<file path="src/rtl/fre_measure_eq.sv">
// Equal-precision frequency meter.
// The gate opens and closes on synchronised rising edges of signal_unknown, so
// the measurement always spans a whole number of input periods. The result is
// f = CLK_FREQ_HZ * n_cnt / m_cnt, produced by a bit-serial restoring divider.
module fre_measure_eq #(
  parameter int unsigned CLK_FREQ_HZ    = 50_000_000,
  parameter int unsigned GATE_CYCLES    = 500_000,
  parameter int unsigned TIMEOUT_CYCLES = 1_000_000,
  parameter int unsigned CNT_W          = 32,
  parameter int unsigned OUT_W          = 32
) (
  input  logic             std_clk,
  input  logic             std_reset,
  input  logic             signal_unknown,
  input  logic             start,
  input  logic             cont,
  output logic             busy,
  output logic             done,
  output logic [OUT_W-1:0] fre_val,
  output logic             err
);

  // Divider geometry: the numerator must hold CLK_FREQ_HZ * (2^CNT_W - 1).
  localparam int unsigned FREQ_W = $clog2(longint'(CLK_FREQ_HZ) + 1);
  localparam int unsigned NUM_W  = CNT_W + FREQ_W;
  localparam int unsigned STEP_W = $clog2(NUM_W + 1);

  // Longest gate plus timeout; m_cnt must be able to reach it without wrapping.
  localparam longint unsigned M_LIMIT_L = 64'(GATE_CYCLES) + 64'(TIMEOUT_CYCLES);

  localparam logic [CNT_W-1:0]  GATE_C    = CNT_W'(GATE_CYCLES);
  localparam logic [CNT_W-1:0]  M_LIMIT_C = CNT_W'(M_LIMIT_L);
  localparam logic [CNT_W-1:0]  TO_LAST   = CNT_W'(TIMEOUT_CYCLES - 1);
  localparam logic [NUM_W-1:0]  CLK_K     = NUM_W'(CLK_FREQ_HZ);
  localparam logic [STEP_W-1:0] STEP_LAST = STEP_W'(NUM_W - 1);

  // Elaboration-time parameter sanity checks.
  if (GATE_CYCLES < 1) begin : g_bad_gate
    $error("fre_measure_eq: GATE_CYCLES must be at least 1");
  end
  if (TIMEOUT_CYCLES < 1) begin : g_bad_timeout
    $error("fre_measure_eq: TIMEOUT_CYCLES must be at least 1");
  end
  if (CNT_W < 64 && M_LIMIT_L >= (64'd1 << CNT_W)) begin : g_bad_cnt_w
    $error("fre_measure_eq: GATE_CYCLES+TIMEOUT_CYCLES must be below 2^CNT_W");
  end
  if (OUT_W >= NUM_W) begin : g_bad_out_w
    $error("fre_measure_eq: OUT_W must be narrower than the divider numerator");
  end

  typedef enum logic [2:0] {
    ST_IDLE,
    ST_ARM,
    ST_MEAS,
    ST_DIV,
    ST_DONE
  } state_e;

  // Input conditioning: two synchroniser flops, one history flop, one strobe.
  logic sync1_q, sync2_q, hist_q, rise_q;

  state_e             state_q, state_d;
  logic [CNT_W-1:0]   m_cnt_q, m_cnt_d;
  logic [CNT_W-1:0]   n_cnt_q, n_cnt_d;
  logic [CNT_W-1:0]   to_cnt_q, to_cnt_d;
  logic [NUM_W-1:0]   num_q, num_d;
  logic [CNT_W-1:0]   rem_q, rem_d;
  logic [STEP_W-1:0]  step_q, step_d;
  logic [OUT_W-1:0]   fre_val_q, fre_val_d;
  logic               err_q, err_d;

  // Divider datapath helpers.
  logic [CNT_W-1:0]   m_inc, n_inc;
  logic [CNT_W:0]     rem_sh;
  logic               rem_ge;
  logic [NUM_W-1:0]   quot;

  // Synchronise signal_unknown and emit a one-cycle rising-edge strobe.
  always_ff @(posedge std_clk or negedge std_reset) begin
    if (!std_reset) begin
      sync1_q <= 1'b0;
      sync2_q <= 1'b0;
      hist_q  <= 1'b0;
      rise_q  <= 1'b0;
    end else begin
      // NOTE: non-blocking assignments make every flop sample the pre-edge
      // value, which is what turns this chain into a real shift register.
      sync1_q <= signal_unknown;
      sync2_q <= sync1_q;
      hist_q  <= sync2_q;
      rise_q  <= sync2_q & ~hist_q;
    end
  end

  // State register plus counters, divider and result registers.
  always_ff @(posedge std_clk or negedge std_reset) begin
    if (!std_reset) begin
      state_q   <= ST_IDLE;
      m_cnt_q   <= '0;
      n_cnt_q   <= '0;
      to_cnt_q  <= '0;
      num_q     <= '0;
      rem_q     <= '0;
      step_q    <= '0;
      fre_val_q <= '0;
      err_q     <= 1'b0;
    end else begin
      state_q   <= state_d;
      m_cnt_q   <= m_cnt_d;
      n_cnt_q   <= n_cnt_d;
      to_cnt_q  <= to_cnt_d;
      num_q     <= num_d;
      rem_q     <= rem_d;
      step_q    <= step_d;
      fre_val_q <= fre_val_d;
      err_q     <= err_d;
    end
  end

  // Next-state logic: arm, gate counting, serial divide and result load.
  always_comb begin
    // NOTE: every target gets a hold/default value first, so no path through
    // the case statement leaves a variable unassigned and no latch is inferred.
    state_d   = state_q;
    m_cnt_d   = m_cnt_q;
    n_cnt_d   = n_cnt_q;
    to_cnt_d  = to_cnt_q;
    num_d     = num_q;
    rem_d     = rem_q;
    step_d    = step_q;
    fre_val_d = fre_val_q;
    err_d     = err_q;

    m_inc  = m_cnt_q + 1'b1;
    n_inc  = n_cnt_q + 1'b1;
    // One restoring step: bring in the next numerator bit, try to subtract.
    rem_sh = {rem_q, num_q[NUM_W-1]};
    rem_ge = (rem_sh >= {1'b0, m_cnt_q});
    quot   = {num_q[NUM_W-2:0], rem_ge};

    case (state_q)
      ST_IDLE: begin
        if (start) begin
          state_d  = ST_ARM;
          to_cnt_d = '0;
        end
      end

      ST_ARM: begin
        if (rise_q) begin
          // Gate opens on this strobe; counting starts next cycle.
          m_cnt_d = '0;
          n_cnt_d = '0;
          state_d = ST_MEAS;
        end else if (to_cnt_q == TO_LAST) begin
          state_d   = ST_DONE;
          fre_val_d = '0;
          err_d     = 1'b1;
        end else begin
          to_cnt_d = to_cnt_q + 1'b1;
        end
      end

      ST_MEAS: begin
        m_cnt_d = m_inc;
        if (rise_q) begin
          n_cnt_d = n_inc;
        end
        if (rise_q && (m_inc >= GATE_C)) begin
          // Gate closes: m_inc clocks span exactly n_inc input periods.
          state_d = ST_DIV;
          num_d   = CLK_K * {{FREQ_W{1'b0}}, n_inc};
          rem_d   = '0;
          step_d  = '0;
        end else if (m_inc == M_LIMIT_C) begin
          state_d   = ST_DONE;
          fre_val_d = '0;
          err_d     = 1'b1;
        end
      end

      ST_DIV: begin
        // The true difference is below m_cnt, so modulo-2^CNT_W is exact.
        rem_d  = rem_ge ? (rem_sh[CNT_W-1:0] - m_cnt_q) : rem_sh[CNT_W-1:0];
        num_d  = quot;
        step_d = step_q + 1'b1;
        if (step_q == STEP_LAST) begin
          state_d = ST_DONE;
          err_d   = 1'b0;
          if (|quot[NUM_W-1:OUT_W]) begin
            fre_val_d = '1;
          end else begin
            fre_val_d = quot[OUT_W-1:0];
          end
        end
      end

      ST_DONE: begin
        // Result registers were loaded on entry; this cycle only reports it.
        to_cnt_d = '0;
        state_d  = cont ? ST_ARM : ST_IDLE;
      end

      default: begin
        state_d = ST_IDLE;
      end
    endcase
  end

  assign busy    = (state_q != ST_IDLE);
  assign done    = (state_q == ST_DONE);
  assign fre_val = fre_val_q;
  assign err     = err_q;

endmodule

</file>
<file path="config.mk">
export PLATFORM = sky130hd
export DESIGN_NAME = fre_measure_eq
export DESIGN_NICKNAME = d
export VERILOG_FILES = /design/src/rtl/fre_measure_eq.sv
export SDC_FILE = /design/constraint.sdc
export NUM_CORES = 1
export LEC_CHECK = 0
export CAP_MARGIN = 20
export CORE_MARGIN = 2
export CORE_UTILIZATION = 45
export CTS_CLUSTER_DIAMETER = 80
export DETAILED_ROUTE_END_ITERATION = 10
export GPL_ROUTABILITY_DRIVEN = 0
export GPL_TIMING_DRIVEN = 0
export PLACE_DENSITY = 0.69
export SYNTH_ARGS = -nofsm -noshare
export SYNTH_HDL_FRONTEND = slang
export SYNTH_SLANG_ARGS = --single-unit
</file>
<file path="constraint.sdc">
create_clock -name std_clk -period 10.35 [get_ports std_clk]
set_clock_uncertainty 0.15 [all_clocks]
set_input_delay 2.07 -clock std_clk [delete_from_list [all_inputs] [get_ports std_clk]]
set_output_delay 2.07 -clock std_clk [all_outputs]
set_load 0.03 [all_outputs]
</file>
==> Word level (Yosys, flattened, before mapping) <==
Cells that the tools add are included.
{ "word_totals": {"n_memories": 0, "inputBits": 5, "regBits": 232, "mem_bits_rw": 0, "latchBits": 0, "word_cells": 92, "rom_bits": 0} }
{ "classes": {"n_mux": 36, "div": 0, "eq_ne": 19, "magnitude_cmp": 2, "shift": 0, "add_sub_neg": 5, "bitwise_logic": 2, "mul": 1, "n_reduce_logical": 14} }
{ "op_table": {"columns": ["cell", "n"], "rows": [
  ["2-to-1 mux 32 bit", 13],
  ["case mux 32 bit (2 select lines)", 3],
  ["case mux 32 bit (3 select lines)", 2],
  ["case mux 58 bit (2 select lines)", 1],
  ["adder 32 x 1 -> 32 bit (second input constant)", 3],
  ["2-to-1 mux 58 bit", 1],
  ["multiplier 19 x 32 -> 51 bit (first input constant)", 1],
  ["greater-or-equal comparator 33 x 32 -> 1 bit", 1],
  ["== test 32 x 20 -> 1 bit (second input constant)", 1],
  ["== test 32 x 21 -> 1 bit (second input constant)", 1],
  ["greater-or-equal comparator 32 x 19 -> 1 bit (second input constant)", 1],
  ["subtractor 32 bit", 1],
  ["OR reduction 26 bit", 1],
  ["!= test 2 bit (second input constant)", 10],
  ["2-to-1 mux 3 bit", 6],
  ["case mux 3 bit (5 select lines)", 1],
  ["case mux 6 bit (2 select lines)", 1],
  ["nonzero test 3 bit", 3],
  ["AND reduction 4 bit", 2],
  ["adder 6 x 1 -> 6 bit (second input constant)", 1],
  ["== test 3 x 2 -> 1 bit (second input constant)", 2],
  ["== test 6 bit (second input constant)", 1],
  ["2-to-1 mux 1 bit", 6],
  ["2-to-1 mux 6 bit", 1],
  ["other kinds (12)", 15]
]} }

==> Logic depth before layout (Yosys ltp) <==
Gate-level depths: netlist of run 1.
{ "logic_depth": {"depth_word": 5, "ltp_mapped": 32} }

==> Worst setup path after synthesis of run 1 <==
No wires, ideal clock.
{ "synth_timing": {"kind": "reg2reg", "startpoint": "register n_cnt_q[0]", "endpoint": "register num_q[49]", "stages_incl_launch_ff": 29, "required_time_ps": 10074, "setup_slack_ps": 2195, "t_arrival_ps": 7879, "path_buffers": 2, "setup_time_ps": 126, "cell_sequence": "dfrtp_1 clkbuf_1 nand3_1 nor4_1 and3b_1 buf_2 nor2b_1 and3_1 xor2_1 ha_1 inv_1 fa_1 inv_1 fa_1 fa_1 fa_1 inv_1 fa_1 inv_1 ha_1 nand4_1 or2_2 or3_1 a211oi_1 o22ai_1 o21a_1 o21ai_0 xor2_1 a221o_1"} }
{ "synth_via": {"elab_chain_len": 4} }
{ "synth_rtl": {"columns": ["item", "line", "rtl"], "rows": [
  ["start, declared", "64", "logic [CNT_W-1:0] n_cnt_q, n_cnt_d;"],
  ["start signal, assigned", "110", "n_cnt_q <= n_cnt_d;"],
  ["adder 32 x 1 -> 32 bit", "135", "n_inc = n_cnt_q + 1'b1;"],
  ["multiplier 19 x 32 -> 51 bit", "172", "num_d = CLK_K * {{FREQ_W{1'b0}}, n_inc};"],
  ["2-to-1 mux 58 bit", "169", "if (rise_q && (m_inc >= GATE_C)) begin"],
  ["case mux 58 bit (2 select lines)", "141", "case (state_q)"],
  ["end signal, assigned", "112", "num_q <= num_d;"],
  ["end, declared", "66", "logic [NUM_W-1:0] num_q, num_d;"]
]} }
Every way passes these cells. The select of a mux whose other input is x is not followed.
A chain may end at the register's enable or synchronous reset.

==> Worst setup path after layout of run 1 <==
{ "layout_timing": {"startpoint": "register n_cnt_q[0]", "endpoint": "register num_q[57]"} }
The elaborated chain is that of the path after synthesis.

==> impl_metrics.csv, run 1 <==
group,metric,value,unit
sta,hold_viol,0,
final_layout,multi_input_area,17000,sq um
clocking,htree_levels,1,
sta,fin_ws,414,ps
detailed_routing,viasPerCell,5.62,
setup_path,r2r-end,"num_q[57]$_DFFE_PN0P_",
job,max_cap_viol_count,0,
synth,synth-async-reset-ratio,1.00,
final_layout,nets,3296,
synth,synthTopCellsByCount,"inv_1, fa_1, dfrtp_1",
synth,muxShareOfSynthArea,0.0258,
synth,synth-simple-area-share,0.121,
power_and_ir_drop,power.leakage,14.7,nW
detailed_routing,drc_errors,0,
setup_path,critical-path-max-stage-delay,650,ps
synth,synthCells,2730,
setup_path,worst_r2r_path_depth,26,
final_layout,n_antenna_cell,0,
synth,synth-warning-count,0,
sta,fin_crit,9940,ps
worst_hold_path,hp-class,"reg2reg",
clocking,cts_buffer_depth,3,
synth,synth_edf_count,0,
clocking,ctsHoldBuffers,0,
setup_path,worst_path_most_repeated_cell,"fa_1",
floorplanning,core,55100,sq um
synth,synth-seq-cells,232,
sta,tightest_slew,1040,ps
final_layout,fillCellCount,5012,
sta,slew_headroom,0.305,
synth,yosysTopAreaCell,"dfrtp_1",
global_routing,grt_pass1_wl,107,mm
sta,min_period_over_period,0.960,
setup_path,critical_path_buf_inv_count,5,
synth,synth_xor_xnor_area_share,0.0655,
power_and_ir_drop,ir_drop,344,uV
sta,setup_viol,0,
setup_path,crit_family,"adder cells",
clocking,cts_tree,"done",
synth,synth-compound-area-share,0.147,
placement,port_buffers,39,
synth,seq_area_frac_synth,0.231,
status,outcome,"completed",
global_routing,track_usage,0.231,
detailed_routing,wl,65.7,mm
detailed_routing,drt_iter0_drc,1573,
final_layout,utilization,0.499,
setup_path,worst_setup_path_start_kind,"flip-flop",
floorplanning,die_h,240,um
setup_path,crit_path_start,"n_cnt_q[0]$_DFFE_PN0P_",
detailed_routing,wl_per_cell,18.4,um
global_routing,grt_pass1_vias,20300,
setup_path,worstSetupEndpoint,"num_q[57]$_DFFE_PN0P_",
global_routing,grt_antenna_before_repair,0,
synth,synth_area_leaders,"dfrtp_1, fa_1, ha_1",
synth,ys_types,82,
sta,maxSlewViolCount,0,
clocking,numCtsBuffers,27,
clocking,cts_num_sinks,232,
global_routing,overflow,0,
setup_path,crit_cells,26,
synth,syn_nets,3222,
clocking,clkTransAtPathRegs,60,ps
setup_path,endpoint_kind,"flip-flop",
floorplanning,num_io_pins,40,
power_and_ir_drop,power_density,183,nW/um^2
detailed_routing,num_vias,20100,
floorplanning,rows,86,
final_layout,syn_to_final_growth,9.60,%
setup_path,rr_startpoint,"n_cnt_q[0]$_DFFE_PN0P_",
floorplanning,dieArea,57700,sq um
setup_path,rrSetupSlack,410,ps
final_layout,seq_area,5810,sq um
detailed_routing,first_pass_iters,6,
clocking,worstSkewPairLatency,560,ps
synth,synth_top_family_by_area,"adder cells",
setup_path,crit_path_top_delay_cell,"clkinv_1",
placement,hpwl,53.2,mm
final_layout,layout-drive-gt1-share,0.0425,
clocking,cts_resized,0,
floorplanning,start_util,0.456,
sta,fmax,0.101,GHz
clocking,post_cts_buffers,0,
placement,pre_cts_slack,209,ps
setup_path,cp.arrival,10280,ps
setup_path,required,10690,ps
global_routing,grt_max_degree,104,
synth,synth.most_common_cell,"inv_1",
synth,synth_top_area_frac,0.231,
floorplanning,die_width,240,um
synth,synth_fa_ha_area_frac,0.320,
synth,synth.avg_cell_area,9.20,sq um
detailed_routing,antenna_left,0,
setup_path,cp_max_fo,9,
clocking,cts_root_buf,"clkbuf_16",
synth,synth.cell_area,25100,sq um
setup_path,critical_path_class,"reg2reg",
synth,synth_flop_cell,"dfrtp_1",
sta,rsz0062_at_grt,"no",
[routing by layer]
metal / vias up / GRT usage / part of all wire
met5: - / 0 / 0
met4: 0 / 0.0683 / 0.031
met3: 120 / 0.0249 / 0.055
met2: 648 / 0.373 / 0.46
met1: 9994 / 0.329 / 0.45
li1: 9329 / - / -
[cell families after synthesis]
kind of cell,after synthesis
XOR/XNOR,187
adder cells (fa/ha/maj),487
multiplexers,64
AND/OR/NAND/NOR,619
buffers and inverters,583
AO/OA/AOI/OAI,558
flip-flops,232
[power by group]
group	total, W	internal [W]	switching [W]
clock network	0.00105	0.000639	0.000415
registers	0.000929	0.000915	0.0000143
logic	0.00305	0.00119	0.00186
[per-stage QoR]
stage                     hold slack, ps  cell area, sq um  std cells  total power, W  setup TNS, ps
after floorplan                      181             25100       2730         0.00319              0
after global placement               190             26400       3517         0.00395        -645240
after detailed placement             193             26500       3523         0.00402              0
after CTS                            206             27500       3573         0.00509              0
after global routing                 212             27500       3573         0.00551              0
final                                204             27500       3573         0.00504              0
[cell type report]
type,count,area share
buffer,96,0.0159
clock buffer,32,0.0271
clock inverter,18,0.00855
inverter,487,0.0664
multi-input combinational,1915,0.620
sequential,232,0.211
tap,748,0.0340
timing repair buffer,45,0.0175
[registers in the layout, summed over array words and instances, names as in the netlist, 3 cells and up]
signal	flops
fre_val	32
m_cnt_q	32
n_cnt_q	32
num_q	58
rem_q	32
state_q	3
step_q	6
to_cnt_q	32
[worst min-delay path by stage]
stage / startpoint / end / slack (ps) / cells after the start
after global routing: sync1_q$_DFF_PN0_ / sync2_q$_DFF_PN0_ / 210 / 0
after detailed placement: sync1_q$_DFF_PN0_ / sync2_q$_DFF_PN0_ / 190 / 0
after global placement: sync1_q$_DFF_PN0_ / sync2_q$_DFF_PN0_ / 190 / 0
after CTS: sync1_q$_DFF_PN0_ / sync2_q$_DFF_PN0_ / 210 / 0
final: sync1_q$_DFF_PN0_ / sync2_q$_DFF_PN0_ / 200 / 0
after floorplan: sync1_q$_DFF_PN0_ / sync2_q$_DFF_PN0_ / 180 / 0
[cells in the final DEF (no fill, tap or decap), types with 9 or more instances in the layout]
cell | netlist | final
inv_1 | 485 | 485
fa_1 | 257 | 257
dfrtp_1 | 232 | 232
ha_1 | 230 | 230
o21ai_0 | 182 | 182
nand2_1 | 164 | 164
nor2_1 | 157 | 157
a21oi_1 | 119 | 119
xnor2_1 | 107 | 107
nand3_1 | 82 | 82
xor2_1 | 79 | 78
clkbuf_1 | 59 | 59
mux2i_1 | 58 | 58
a21o_1 | 53 | 53
a221o_1 | 44 | 44
nand4_1 | 41 | 41
and3_1 | 39 | 39
clkdlybuf4s50_1 | 0 | 38
nor3_1 | 27 | 27
clkbuf_16 | 0 | 27
buf_2 | 26 | 26
nor4_1 | 21 | 20
nor2b_1 | 19 | 19
or3_1 | 19 | 19
o2bb2ai_1 | 18 | 18
o21a_1 | 16 | 16
a31oi_1 | 13 | 13
and2_1 | 11 | 11
o31ai_1 | 11 | 11
o21bai_1 | 10 | 10
o41ai_1 | 9 | 9
Note: power is estimated with default switching activity, not from simulation.
==> run 2, diff against run 1 <==
- HOLD_SLACK_MARGIN: default -> 0.03
==> results of run 2 <==
Same layout as run 1: the final DEF is identical, and so are final timing and power.
==> run 3, diff against run 2 <==
- CORE_MARGIN: 2 -> 8
==> impl_metrics.csv, run 3 (same netlist as run 1, synthesis figures left out) <==
group,metric,value,unit
global_routing,track_usage,0.206,
final_layout,stdcell_area,27500,sq um
setup_path,cp.arrival,10110,ps
setup_path,r2r-end,"num_q[57]$_DFFE_PN0P_",
detailed_routing,drc_errors,0,
floorplanning,core,55100,sq um
global_routing,grt_antenna_before_repair,0,
setup_path,worst_setup_path_start_kind,"flip-flop",
final_layout,largest_reg_flops,58,
setup_path,endpoint_kind,"flip-flop",
detailed_routing,wl,66.1,mm
final_layout,nets,3296,
sta,hold_viol,0,
worst_hold_path,hold_depth,0,
global_routing,overflow,0,
detailed_routing,antenna_left,0,
clocking,cts_root_buf,"clkbuf_16",
job,max_cap_viol_count,0,
final_layout,utilization,0.500,
final_layout,layout-drive-gt1-share,0.0425,
sta,maxSlewViolCount,0,
sta,setup_viol,0,
placement,dpl_cell_area,26500,sq um
setup_path,rrSetupSlack,590,ps
clocking,ctsHoldBuffers,0,
setup_path,required,10690,ps
sta,fin_crit,9760,ps
floorplanning,start_util,0.456,
final_layout,n_antenna_cell,0,
worst_hold_path,min_to,"sync2_q$_DFF_PN0_",
final_layout,syn_to_final_growth,9.69,%
setup_path,worst_r2r_path_depth,26,
sta,min_period_over_period,0.943,
detailed_routing,first_pass_iters,6,
sta,tns,0,ps
clocking,cts_num_sinks,232,
detailed_routing,viasPerCell,5.64,
power_and_ir_drop,power,0.00506,W
worst_hold_path,hp-class,"reg2reg",
clocking,cts_tree,"done",
detailed_routing,num_vias,20200,
floorplanning,num_io_pins,40,
floorplanning,die_width,252,um
power_and_ir_drop,power_density,184,nW/um^2
sta,slew_headroom,0.275,
clocking,cts_resized,0,
clocking,clkTransAtPathRegs,60,ps
clocking,cts_buffer_depth,3,
global_routing,grt_pass1_wl,108,mm
status,outcome,"completed",
sta,fmax,0.102,GHz
clocking,worstSkewPairLatency,560,ps
power_and_ir_drop,power.leakage,14.8,nW
global_routing,grt_pass1_vias,20300,
placement,hpwl,53.6,mm
worst_hold_path,hp-start,"sync1_q$_DFF_PN0_",
final_layout,most-common-layout-cells,"inv_1, fa_1, dfrtp_1, ha_1, o21ai_0",
placement,port_buffers,39,
final_layout,largest_register,"num_q",
clocking,numCtsBuffers,27,
final_layout,layout_commonest_cell,"inv_1",
setup_path,cp_max_fo,9,
sta,rsz0062_at_grt,"no",
floorplanning,die_h,252,um
floorplanning,rows,86,
setup_path,rr_startpoint,"n_cnt_q[0]$_DFFE_PN0P_",
setup_path,critical_path_class,"reg2reg",
detailed_routing,wl_per_cell,18.5,um
power_and_ir_drop,ir_drop,333,uV
global_routing,grt_max_degree,105,
floorplanning,dieArea,63600,sq um
setup_path,worst_path_most_repeated_cell,"fa_1",
sta,tightest_slew,1080,ps
detailed_routing,drt_iter0_drc,1672,
setup_path,critical-path-max-stage-delay,640,ps
setup_path,crit_path_top_delay_cell,"clkinv_1",
clocking,post_cts_buffers,0,
clocking,htree_levels,1,
run 3: changes by cell type in the layout (fill, tap and decap cells not counted), sizes merged:
| cell | before | now |
|---|---|---|
| clkbuf | 91 | 92 |
| clkinv | 11 | 10 |
| clkinvlp | 2 | 3 |
| inv | 487 | 486 |
run 3: cell type report:
class,count,area [sq um]
plain buffers,96,438
clock buffers,33,758
clock inverters,17,244
fillers,5065,27600
inverters,487,1830
multi-input cells,1915,17000
flip-flops and latches,232,5810
well taps,748,936
repair buffers,45,480
run 3: per-stage QoR:
| stage | instances | setup WS (ps) | hold slack [ps] |
|---|---|---|---|
| 2_1_floorplan | 2730 | 2200 | 181 |
| 3_3_place_gp | 3517 | -2780 | 190 |
| 3_5_place_dp | 3523 | 213 | 192 |
| 4_1_cts | 3573 | 124 | 207 |
| 5_1_grt | 3573 | 175 | 211 |
| 6_report | 3573 | 589 | 203 |
run 3: how the worst max path moves through the flow:
| stage | from | end | slack, ps |
|---|---|---|---|
| 6_report | n_cnt_q[0]$_DFFE_PN0P_ | num_q[57]$_DFFE_PN0P_ | 590 |
| 5_1_grt | n_cnt_q[0]$_DFFE_PN0P_ | num_q[57]$_DFFE_PN0P_ | 180 |
| 4_1_cts | n_cnt_q[0]$_DFFE_PN0P_ | num_q[57]$_DFFE_PN0P_ | 120 |
| 3_5_place_dp | n_cnt_q[0]$_DFFE_PN0P_ | num_q[57]$_DFFE_PN0P_ | 210 |
| 3_3_place_gp | std_reset | n_cnt_q[23]$_DFFE_PN0P_ | -2780 |
| 2_1_floorplan | n_cnt_q[0]$_DFFE_PN0P_ | num_q[49]$_DFFE_PN0P_ | 2200 |
run 3: power breakdown:
part / leakage (nW) / switching, W / total, W / internal [W]
Sequential: 3.03 / 0.0000140 / 0.000929 / 0.000915
Combinational: 11.2 / 0.00188 / 0.00307 / 0.00119
Clock: 0.489 / 0.000414 / 0.00106 / 0.000649
Total: 14.8 / 0.00231 / 0.00506 / 0.00275
run 3: routing by layer:
metal  GRT usage  vias up  part of all wire
li1            -     9321                 -
met1       0.288     9991              0.44
met2       0.342      730              0.47
met3      0.0225      113             0.066
met4      0.0473        0             0.023
met5           0        -                 0
run 3: critical path, delay by kind of cell (launching register included):
| family | cells | cell delay (ps) |
|---|---|---|
| buffers and inverters | 5 | 1420 |
| AOI/OAI and AO/OA | 5 | 1810 |
| DFF | 1 | 360 |
| xor gates and xnor gates | 1 | 450 |
| adders and majority gates | 7 | 3390 |
| and+or+nand+nor | 8 | 2100 |
